[config.mk]
export PLATFORM = sky130hd
export DESIGN_NAME = i2s_dac_tx
export DESIGN_NICKNAME = d
export VERILOG_FILES = /design/src/rtl/i2s_dac_tx_pkg.sv /design/src/rtl/i2s_tx_fifo.sv /design/src/rtl/i2s_dac_tx.sv
export SDC_FILE = /design/constraint.sdc
export NUM_CORES = 1
export LEC_CHECK = 0
export CAP_MARGIN = 40
export CORE_ASPECT_RATIO = 1.2
export CORE_UTILIZATION = 33
export CTS_CLUSTER_DIAMETER = 40
export DETAILED_ROUTE_END_ITERATION = 6
export HOLD_SLACK_MARGIN = 0.08
export SKIP_LAST_GASP = 1
export SYNTH_ARGS = -nofsm -noshare
export SYNTH_HDL_FRONTEND = slang
export SYNTH_SLANG_ARGS = --single-unit
[constraint.sdc]
create_clock -name clk -period 4.3 [get_ports clk]
set_input_delay 0.645 -clock clk [delete_from_list [all_inputs] [get_ports clk]]
set_output_delay 0.645 -clock clk [all_outputs]
set_load 0.02 [all_outputs]
[src/rtl/i2s_dac_tx_pkg.sv]
// ---------------------------------------------------------------------------
// i2s_dac_tx_pkg -- shared audio definitions for the I2S DAC transmitter.
//   I2S_SLOT_BITS : width of one I2S channel slot (shift register width)
//   slot_t        : one slot worth of serial data, MSB transmitted first
//   i2s_state_e   : word-framing FSM states (SYNC, LEFT, RIGHT)
// ---------------------------------------------------------------------------
package i2s_dac_tx_pkg;

    localparam int I2S_SLOT_BITS = 32;

    typedef logic [I2S_SLOT_BITS-1:0] slot_t;

    typedef enum logic [1:0] {
        SYNC  = 2'd0,
        LEFT  = 2'd1,
        RIGHT = 2'd2
    } i2s_state_e;

endpackage

[src/rtl/i2s_tx_fifo.sv]
// ---------------------------------------------------------------------------
// i2s_tx_fifo -- small synchronous FIFO holding stereo pairs.
//   clk, reset : system clock, synchronous active-high reset (flushes FIFO)
//   i_push     : write i_data (ignored while full, even with a pop)
//   i_pop      : drop the head entry (ignored while empty)
//   o_data     : head entry (undefined while empty)
//   o_full     : registered full flag
//   o_empty    : registered empty flag
// DEPTH must be a power of two so the pointers wrap naturally.
// ---------------------------------------------------------------------------
module i2s_tx_fifo #(
    parameter int WIDTH = 48,
    parameter int DEPTH = 2
) (
    input  logic             clk,
    input  logic             reset,
    input  logic             i_push,
    input  logic [WIDTH-1:0] i_data,
    input  logic             i_pop,
    output logic [WIDTH-1:0] o_data,
    output logic             o_full,
    output logic             o_empty
);

    localparam int AW = (DEPTH > 1) ? $clog2(DEPTH) : 1;
    localparam logic [AW:0] FULL_CNT = (AW + 1)'(DEPTH);

    logic [WIDTH-1:0] r_mem [DEPTH];
    logic [AW-1:0]    r_wr_ptr;
    logic [AW-1:0]    r_rd_ptr;
    logic [AW:0]      r_count;
    logic             r_full;
    logic             r_empty;

    logic             w_do_push;
    logic             w_do_pop;
    logic [AW:0]      w_count_next;

    // Qualify push/pop with the registered flags and compute the next fill level.
    always_comb begin
        w_do_push    = i_push && !r_full;
        w_do_pop     = i_pop && !r_empty;
        w_count_next = r_count;
        if (w_do_push && !w_do_pop) begin
            w_count_next = r_count + 1'b1;
        end else if (!w_do_push && w_do_pop) begin
            w_count_next = r_count - 1'b1;
        end else begin
            w_count_next = r_count;
        end
    end

    // Pointers, fill level and the registered full/empty flags.
    always_ff @(posedge clk) begin
        if (reset) begin
            r_wr_ptr <= '0;
            r_rd_ptr <= '0;
            r_count  <= '0;
            r_full   <= 1'b0;
            r_empty  <= 1'b1;
        end else begin
            if (w_do_push) begin
                r_wr_ptr <= r_wr_ptr + 1'b1;
            end
            if (w_do_pop) begin
                r_rd_ptr <= r_rd_ptr + 1'b1;
            end
            r_count <= w_count_next;
            r_full  <= (w_count_next == FULL_CNT);
            r_empty <= (w_count_next == '0);
        end
    end

    // Storage array; data is only meaningful between push and pop, so no reset.
    always_ff @(posedge clk) begin
        if (w_do_push) begin
            r_mem[r_wr_ptr] <= i_data;
        end
    end

    assign o_data  = r_mem[r_rd_ptr];
    assign o_full  = r_full;
    assign o_empty = r_empty;

endmodule

[src/rtl/i2s_dac_tx.sv]
// ---------------------------------------------------------------------------
// i2s_dac_tx -- I2S transmitter towards a codec DAC; the codec is clock master.
//   clk, reset      : system clock (>= 4x bclk), synchronous active-high reset
//   aud_bclk        : codec bit clock, asynchronous to clk
//   aud_daclrck     : codec word clock (0 = left, 1 = right), asynchronous
//   aud_dacdat      : serial data, one-bit delayed I2S framing, MSB first
//   in_left/right   : stereo sample pair, two's complement, DATA_W bits
//   in_valid/ready  : pair handshake into a BUF_DEPTH-deep buffer
//   underrun        : one-cycle pulse when a frame starts with no pair buffered
//   underrun_count  : saturating underrun counter, present only when the
//                     I2S_TX_UNDERRUN_CNT_EN macro is defined
// ---------------------------------------------------------------------------
module i2s_dac_tx
    import i2s_dac_tx_pkg::*;
#(
    parameter int DATA_W    = 24,
    parameter int BUF_DEPTH = 2
) (
    input  logic              clk,
    input  logic              reset,
    input  logic              aud_bclk,
    input  logic              aud_daclrck,
    output logic              aud_dacdat,
    input  logic [DATA_W-1:0] in_left,
    input  logic [DATA_W-1:0] in_right,
    input  logic              in_valid,
    output logic              in_ready,
    output logic              underrun
`ifdef I2S_TX_UNDERRUN_CNT_EN
    ,
    output logic [15:0]       underrun_count
`endif
);

    localparam int          PAD_BITS = I2S_SLOT_BITS - DATA_W;
    localparam logic [5:0]  LAST_BIT = 6'(DATA_W);

    // Pin synchronizers: two flops each, third stage only for edge detection.
    logic r_bclk_meta, r_bclk_sync, r_bclk_dly;
    logic r_lrck_meta, r_lrck_sync, r_lrck_dly;
    logic w_bclk_fall, w_lrck_fall, w_lrck_rise;

    i2s_state_e r_state, w_state_next;
    logic       w_load_left, w_load_right, w_pop, w_underrun;

    logic                  w_push, w_fifo_full, w_fifo_empty;
    logic [2*DATA_W-1:0]   w_fifo_data;
    logic [DATA_W-1:0]     w_left_sample, w_right_sample;

    slot_t             r_shift;
    logic [DATA_W-1:0] r_right_latch;
    logic [5:0]        r_bit_cnt;
    logic              r_dacdat;
    logic              r_underrun;

    // Bring the codec clocks into the clk domain.
    always_ff @(posedge clk) begin
        if (reset) begin
            r_bclk_meta <= 1'b0;
            r_bclk_sync <= 1'b0;
            r_bclk_dly  <= 1'b0;
            r_lrck_meta <= 1'b0;
            r_lrck_sync <= 1'b0;
            r_lrck_dly  <= 1'b0;
        end else begin
            r_bclk_meta <= aud_bclk;
            r_bclk_sync <= r_bclk_meta;
            r_bclk_dly  <= r_bclk_sync;
            r_lrck_meta <= aud_daclrck;
            r_lrck_sync <= r_lrck_meta;
            r_lrck_dly  <= r_lrck_sync;
        end
    end

    assign w_bclk_fall = r_bclk_dly & ~r_bclk_sync;
    assign w_lrck_fall = r_lrck_dly & ~r_lrck_sync;
    assign w_lrck_rise = ~r_lrck_dly & r_lrck_sync;

    // Pair buffer; left sample occupies the upper half of each entry.
    assign in_ready = !w_fifo_full;
    assign w_push   = in_valid && in_ready;

    i2s_tx_fifo #(
        .WIDTH (2 * DATA_W),
        .DEPTH (BUF_DEPTH)
    ) u_fifo (
        .clk     (clk),
        .reset   (reset),
        .i_push  (w_push),
        .i_data  ({in_left, in_right}),
        .i_pop   (w_pop),
        .o_data  (w_fifo_data),
        .o_full  (w_fifo_full),
        .o_empty (w_fifo_empty)
    );

    // An empty buffer at frame start plays silence on both channels.
    assign w_left_sample  = w_fifo_empty ? {DATA_W{1'b0}} : w_fifo_data[2*DATA_W-1:DATA_W];
    assign w_right_sample = w_fifo_empty ? {DATA_W{1'b0}} : w_fifo_data[DATA_W-1:0];

    // Framing FSM state register.
    always_ff @(posedge clk) begin
        if (reset) begin
            r_state <= SYNC;
        end else begin
            r_state <= w_state_next;
        end
    end

    // Framing FSM next state: a frame starts on every word-clock falling edge.
    always_comb begin
        w_state_next = r_state;
        w_load_left  = 1'b0;
        w_load_right = 1'b0;
        w_pop        = 1'b0;
        w_underrun   = 1'b0;
        case (r_state)
            SYNC, RIGHT: begin
                if (w_lrck_fall) begin
                    w_state_next = LEFT;
                    w_load_left  = 1'b1;
                    w_pop        = !w_fifo_empty;
                    w_underrun   = w_fifo_empty;
                end else begin
                    w_state_next = r_state;
                end
            end
            LEFT: begin
                if (w_lrck_rise) begin
                    w_state_next = RIGHT;
                    w_load_right = 1'b1;
                end else begin
                    w_state_next = LEFT;
                end
            end
            default: begin
                w_state_next = SYNC;
            end
        endcase
    end

    // Serializer. r_bit_cnt: 0 = delay bit still owed, 1..DATA_W = next data
    // bit, beyond that the slot is padded with zeros until the next word edge.
    always_ff @(posedge clk) begin
        if (reset) begin
            r_shift       <= '0;
            r_right_latch <= '0;
            r_bit_cnt     <= 6'd0;
            r_dacdat      <= 1'b0;
            r_underrun    <= 1'b0;
        end else begin
            r_underrun <= w_underrun;
            if (w_load_left || w_load_right) begin
                if (w_load_left) begin
                    r_shift       <= slot_t'(w_left_sample) << PAD_BITS;
                    r_right_latch <= w_right_sample;
                end else begin
                    r_shift <= slot_t'(r_right_latch) << PAD_BITS;
                end
                // The bclk edge that coincides with the word edge is the delay bit.
                r_bit_cnt <= w_bclk_fall ? 6'd1 : 6'd0;
                r_dacdat  <= 1'b0;
            end else if (r_state == SYNC) begin
                r_dacdat <= 1'b0;
            end else if (w_bclk_fall) begin
                if (r_bit_cnt == 6'd0) begin
                    r_dacdat  <= 1'b0;
                    r_bit_cnt <= 6'd1;
                end else if (r_bit_cnt <= LAST_BIT) begin
                    r_dacdat  <= r_shift[I2S_SLOT_BITS-1];
                    r_shift   <= r_shift << 1;
                    r_bit_cnt <= r_bit_cnt + 6'd1;
                end else begin
                    r_dacdat <= 1'b0;
                end
            end
        end
    end

    assign aud_dacdat = r_dacdat;
    assign underrun   = r_underrun;

`ifdef I2S_TX_UNDERRUN_CNT_EN
    logic [15:0] r_underrun_cnt;

    // Saturating count of underrun pulses.
    always_ff @(posedge clk) begin
        if (reset) begin
            r_underrun_cnt <= 16'd0;
        end else if (r_underrun && (r_underrun_cnt != 16'hFFFF)) begin
            r_underrun_cnt <= r_underrun_cnt + 16'd1;
        end
    end

    assign underrun_count = r_underrun_cnt;
`endif

endmodule

# Word level (Yosys, flattened, before mapping)
# Memory sizes are Yosys's and may differ from the RTL's. A register that Yosys moved wholly into a read port is not among the register bits.
# Index checks and enable logic that the tools add are counted.
# word_totals
ff_bits	78
latch_bits	0
mem_bits_rw	96
rom_bits	0
input_bits	53
out_inout_bits	3
word_cells	91
n_memories	1
# memory_table
name	words	word_bits	read_ports	rd_ports_with_merged_regs	wr	line	source
u_fifo.r_mem	2	48	1	1	1	i2s_tx_fifo.sv:28	logic [WIDTH-1:0] r_mem [DEPTH];
# classes
add_sub_neg	5
n_mul	0
n_div	0
n_lt_le_gt_ge	1
n_eq_ne	6
shift	0
mux	31
bitwise	8
n_reduce_logical	22
# op_table
operator	count
32-bit 2-to-1 mux	6
24-bit 2-to-1 mux	2
6-bit 2-to-1 mux	5
1-bit 2-to-1 mux	13
2-bit 2-to-1 mux	4
6-bit by 1-bit adder with 6-bit output, second input constant	1
6-bit by 5-bit less-or-equal comparator with 1-bit output, second input constant	1
6-bit zero test	1
2-bit inequality test, second input constant	3
3-bit OR reduction	2
1-bit logical AND	5
1-bit inverter	5
2-bit == test, second input constant	2
1-bit zero test	4
2-bit zero test	2
2-bit case mux with 2 select lines	1
4-bit AND reduction	1
2-bit nonzero test	2
1-bit bitwise AND	3
3-bit AND reduction	1
3-bit nonzero test	1
1-bit adder, second input constant	2
2-bit by 1-bit adder with 2-bit output, second input constant	1
2-bit by 1-bit == test with 1-bit output, second input constant	1
other kinds (4)	4

# Depth between registers and ports, before layout
# depth
word_depth	9
mapped_depth	8
ltp_nobuf	6

# By module
# From an unflattened synthesis, not the netlist that was laid out.
# unflattened
cells_unflattened	488
area_unflattened_um2	6765.2
# modules_own_cells
module	n_inst	cells_each	area_per_inst_um2	seq_area_each_um2
i2s_tx_fifo	1	185	3776.1	3022.9
i2s_dac_tx	1	303	2989.1	1281.2

# Worst setup path before layout
# OpenSTA, ideal clock, no wires.
# synth_path
path_kind	input -> register
start	input port in_valid
end	memory u_fifo.r_mem[0][0], enable pin
setup_time_ns	0.454
arrival_ns	2.805
required_ns	3.846
path_slack_ns	1.041
path_stages	2
n_path_buf	0
path_cell_list	nand2b_1 nor2_1
# synth_between
elab_chain_cells	4
# synth_rtl
element	line	source
start: declaration	i2s_dac_tx.sv:26	input logic in_valid,
1-bit logical AND	i2s_dac_tx.sv:81	assign w_push = in_valid && in_ready;
1-bit logical AND	i2s_tx_fifo.sv:41	w_do_push = i_push && !r_full;
1-bit 2-to-1 mux	i2s_tx_fifo.sv:76	if (w_do_push) begin
1-bit 2-to-1 mux (implied by the code)	i2s_tx_fifo.sv:77	r_mem[r_wr_ptr] <= i_data;
end: declaration	i2s_tx_fifo.sv:28	
# No other way between the ends.

# Final worst setup path
# layout_path
start	register r_bit_cnt[0]
end	register r_shift[19]
# layout_between
elab_chain_cells	3
elab_cells_between_ends	5
cone_classes	order compare: 1; eq/ne: 1; reduce/logical: 3
# layout_rtl
element	line	source
start: declaration	i2s_dac_tx.sv:52	logic [5:0] r_bit_cnt;
start signal: assignment	i2s_dac_tx.sv:161	r_bit_cnt <= w_bclk_fall ? 6'd1 : 6'd0;
start signal: assignment	i2s_dac_tx.sv:172	r_bit_cnt <= r_bit_cnt + 6'd1;
6-bit by 5-bit less-or-equal comparator with 1-bit output / 6-bit zero test (equally long branches)	i2s_dac_tx.sv:169, i2s_dac_tx.sv:166	
2-bit nonzero test (no source line) / 2-bit inequality test (equally long branches)	-	
4-bit AND reduction (no source line) (*)	-	
end signal: assignment	i2s_dac_tx.sv:155	r_shift <= slot_t'(w_left_sample) << PAD_BITS;
end signal: assignment	i2s_dac_tx.sv:158	r_shift <= slot_t'(r_right_latch) << PAD_BITS;
end signal: assignment	i2s_dac_tx.sv:171	r_shift <= r_shift << 1;
end: declaration	i2s_dac_tx.sv:50	slot_t r_shift;
# Every way passes the cells marked *; elsewhere a longest branch is shown, timed or not.
# A chain may end at the register's enable or synchronous reset.

==> Flow_metrics.wiki <==
{| class="wikitable"
! Metric !! Value
|-
| Result of the run || finished clean
|-
| Storage element area || 4310 µm²
|-
| Detailed-route vias per instance || 5.23
|-
| Antenna Nets Post-Route || 0
|-
| Grt total ovfl || 0
|-
| Unrepaired setup endpoints after global routing || no
|-
| Total track usage || 0.140
|-
| Global-route layer with the greatest usage || met2
|-
| Top cells by area in the synthesized netlist || sky130_fd_sc_hd__edfxtp_1, sky130_fd_sc_hd__dfxtp_1, sky130_fd_sc_hd__mux2_2
|-
| Root cell of the clock tree || sky130_fd_sc_hd__clkbuf_16
|-
| Yosys top cell by area || sky130_fd_sc_hd__edfxtp_1
|-
| Setup clock skew after layout || 0.00707 ns
|-
| Synthesis-to-finish area growth || 19.7%
|-
| Reg-to-reg critical path endpoint || r_shift[19]$_SDFFE_PP0P_
|-
| Clock slew at reported path FFs || 0.06 ns
|-
| Maximum number of pins on one net before global-route repair || 63
|-
| Number of distinct library cells after synthesis || 51
|-
| Number of enable flip-flop cells after synthesis || 96
|-
| Vertical extent of the die || 157 µm
|-
| Inserted Clock Buffers || 17
|-
| Nets@finish || 588
|-
| Number of max-slew violations in the final report || 0
|-
| Hold-fix buffers, CTS || 0
|-
| Count of pins on the block boundary || 56
|-
| Area share of the leading cell type in the synthesized netlist || 0.438
|-
| Overall power || 0.00336 W
|-
| Final hold violation count || 0
|-
| GRT met2 Usage || 0.242
|-
| Max Cap Viol || 0
|-
| Commonest non-fill, non-tap cell in the layout || sky130_fd_sc_hd__edfxtp_1
|-
| Area of the core || 19,500 µm²
|-
| Count of mapped cells out of synthesis || 489
|-
| Buffer count from post-CTS setup fixing || 0
|-
| Number of antenna violations at the first check in global routing || 0
|-
| Via count of the first global-routing pass || 4,220
|-
| Filler cell count in the final layout || 1,803
|-
| PwrDens || 427 nW/µm²
|-
| Fraction of synthesis flops using an asynchronous set or reset pin || 0
|-
| CP max FO || 13
|-
| Final period demand of the worst path || 2.31 ns
|-
| Logic depth of the worst register-to-register path || 7
|-
| Remaining routing DRC violations || 0
|-
| DR WL/cell || 17.0 µm
|-
| Pin slew with the least headroom to its limit || 0.822 ns
|-
| Clock sink count || 167
|-
| Main flop type after synthesis || sky130_fd_sc_hd__edfxtp_1
|-
| Post-synthesis sequential element count || 167
|-
| Deepest clock path buffer count || 2
|-
| Area enclosed by the die boundary || 20,500 µm²
|-
| Required time of the critical path || 4.60 ns
|-
| Dpl hpwl || 8.59 mm
|-
| Mapped Avg Cell Area || 13.5 µm²
|-
| Worst-skew pair later-pin latency || 0.42 ns
|-
| Met1 GRT Util || 0.166
|-
| Start-to-end type of the worst setup path || flop to flop
|-
| CTS tree || built
|-
| Total area of multi-input combinational cells || 2080 µm²
|-
| Number of detailed-route iterations in the first pass || 5
|-
| Worst min path class || flop to flop
|-
| Vias after detailed routing || 4,213
|-
| Total of cells resized after clock tree synthesis || 0
|-
| Met3 GRT Util || 0.0335
|-
| Total Neg Setup Slack || 0 ns
|-
| Kind of start point of the critical path || flop
|-
| Count of final setup violators || 0
|-
| Startpoint of the lowest-slack register-to-register path || r_bit_cnt[0]$_SDFFE_PP0P_
|-
| Crit path from || r_bit_cnt[0]$_SDFFE_PP0P_
|-
| Leakage power || 2.53 nW
|-
| H-Tree Level Count || 4
|-
| Number of buffers added on ports || 55
|-
| First-pass GRT wire length || 21.7 mm
|-
| Startpoint of the tightest hold check path || r_lrck_meta$_SDFF_PP0_
|-
| Register-to-Register Setup Slack || 1.99 ns
|-
| Count of synthesis-stage warnings from yosys || 0
|-
| Mapped Area || 6580 µm²
|-
| Slew Limit Headroom || 0.452
|-
| Capturing element type of the critical path || flop
|-
| Peak clock frequency supported by timing || 433 MHz
|-
| WL final || 13.7 mm
|-
| Fraction of layout instances using a drive strength above 1 || 0.185
|-
| Most frequent cells in the layout || sky130_fd_sc_hd__edfxtp_1, sky130_fd_sc_hd__dfxtp_1, sky130_fd_sc_hd__clkdlybuf4s50_1
|-
| Post-synth net total || 544
|-
| Effective utilization at floorplan || 0.336
|-
| Antenna diode count || 0
|-
| Global placer's final weighted congestion || 0.780
|-
| Number of cell rows || 56
|-
| Worst EP arrival || 2.61 ns
|-
| Violation count after the first detailed-route iteration || 407
|-
| Sequential-to-total area share from yosys stat || 0.654
|-
| Post-layout utilization of the core || 0.403
|-
| Largest vdd supply drop || 0.000288 V
|-
| Horizontal extent of the die || 131 µm
|-
| Fin crit share || 0.538
|-
| Last element of the critical path || r_shift[19]$_SDFFE_PP0P_
|}
==> metrics by stage <==
step	setup slack (ns)	area, µm²	hold WS (ns)	std cells
floorplan	1.04	6580	0.414	489
global placement	1.44	7320	0.434	772
detailed placement	1.66	7360	0.434	775
CTS	2.00	7880	0.453	806
global route	1.79	7880	0.465	806
finish	1.99	7880	0.446	806
==> power breakdown <==
part | leakage (nW) | internal [W] | switching [W]
Combinational | 0.797 | 0.000103 | 0.000116
Sequential | 1.47 | 0.00178 | 0.0000274
Clock | 0.260 | 0.000753 | 0.000577
==> registers in the layout, indices dropped and copies added, names as in the netlist, 2 cells and up, named ones only <==
| register | cells |
|---|---|
| r_bit_cnt | 6 |
| r_right_latch | 24 |
| r_shift | 24 |
| r_state | 2 |
| u_fifo.r_count | 2 |
| u_fifo.r_mem | 96 |
==> synthesized netlist by cell type, types with 3 or more instances <==
| cell type | instances |
|---|---|
| sky130_fd_sc_hd__and3_1 | 3 |
| sky130_fd_sc_hd__nor2_1 | 40 |
| sky130_fd_sc_hd__mux2_2 | 48 |
| sky130_fd_sc_hd__inv_1 | 4 |
| sky130_fd_sc_hd__buf_2 | 10 |
| sky130_fd_sc_hd__clkbuf_1 | 15 |
| sky130_fd_sc_hd__xnor2_1 | 3 |
| sky130_fd_sc_hd__a21oi_1 | 4 |
| sky130_fd_sc_hd__a31oi_1 | 3 |
| sky130_fd_sc_hd__a2111oi_2 | 5 |
| sky130_fd_sc_hd__buf_1 | 8 |
| sky130_fd_sc_hd__a22oi_1 | 30 |
| sky130_fd_sc_hd__nand2b_1 | 6 |
| sky130_fd_sc_hd__dfxtp_1 | 71 |
| sky130_fd_sc_hd__buf_6 | 4 |
| sky130_fd_sc_hd__nor2b_1 | 13 |
| sky130_fd_sc_hd__nand3_1 | 17 |
| sky130_fd_sc_hd__nand3b_1 | 3 |
| sky130_fd_sc_hd__nor3_1 | 4 |
| sky130_fd_sc_hd__nand2_1 | 10 |
| sky130_fd_sc_hd__a221oi_1 | 18 |
| sky130_fd_sc_hd__o221ai_1 | 6 |
| sky130_fd_sc_hd__a211oi_1 | 8 |
| sky130_fd_sc_hd__edfxtp_1 | 96 |
| sky130_fd_sc_hd__nand4_1 | 5 |
| sky130_fd_sc_hd__o21ai_0 | 15 |
| sky130_fd_sc_hd__a311oi_1 | 10 |
==> per-layer routing <==
layer  part of all wire  vias to the layer above
met5                  0                        -
met4              0.022                        0
met3              0.044                       20
met2               0.52                      124
met1               0.41                     2094
li1                   -                     1975
==> final cells by class <==
cell class              count  area share
flip-flops and latches    167       0.547
clock buffers              20      0.0580
well taps                 261      0.0415
multi-input cells         279       0.264
clock inverters            11     0.00747
repair buffers             64      0.0804
inverters                   4     0.00191
==> worst min path at each step <==
stage                             end  slack, ns  cells after the start
2_1_floorplan  r_bclk_sync$_SDFF_PP0_       0.41                      1
3_3_place_gp   r_lrck_sync$_SDFF_PP0_       0.43                      1
3_5_place_dp   r_bclk_sync$_SDFF_PP0_       0.43                      1
4_1_cts        r_lrck_sync$_SDFF_PP0_       0.45                      1
5_1_grt        r_bclk_sync$_SDFF_PP0_       0.47                      1
6_report       r_lrck_sync$_SDFF_PP0_       0.45                      1
==> worst max-delay path: stages (launching register included) <==
cell	delay, ns
sky130_fd_sc_hd__dfxtp_1	0.35
sky130_fd_sc_hd__inv_1	0.07
sky130_fd_sc_hd__ha_1	0.14
sky130_fd_sc_hd__or4b_1	0.50
sky130_fd_sc_hd__o21ai_2	0.26
sky130_fd_sc_hd__nor2_1	0.28
sky130_fd_sc_hd__buf_4	0.25
sky130_fd_sc_hd__a2111oi_0	0.35
==> cell families (layout without fill, tap and decap cells) <==
group,count (synthesis),count (layout),share of synthesized area
AOI/OAI and AO/OA,111,111,0.132
xor gates and xnor gates,3,3,0.00400
adders and majority gates,2,2,0.00380
buffers and inverters,43,99,0.0318
DFF,167,167,0.654
muxes,49,49,0.0837
and+or+nand+nor,114,114,0.0902
Note: power is estimated with default switching activity, not from simulation.
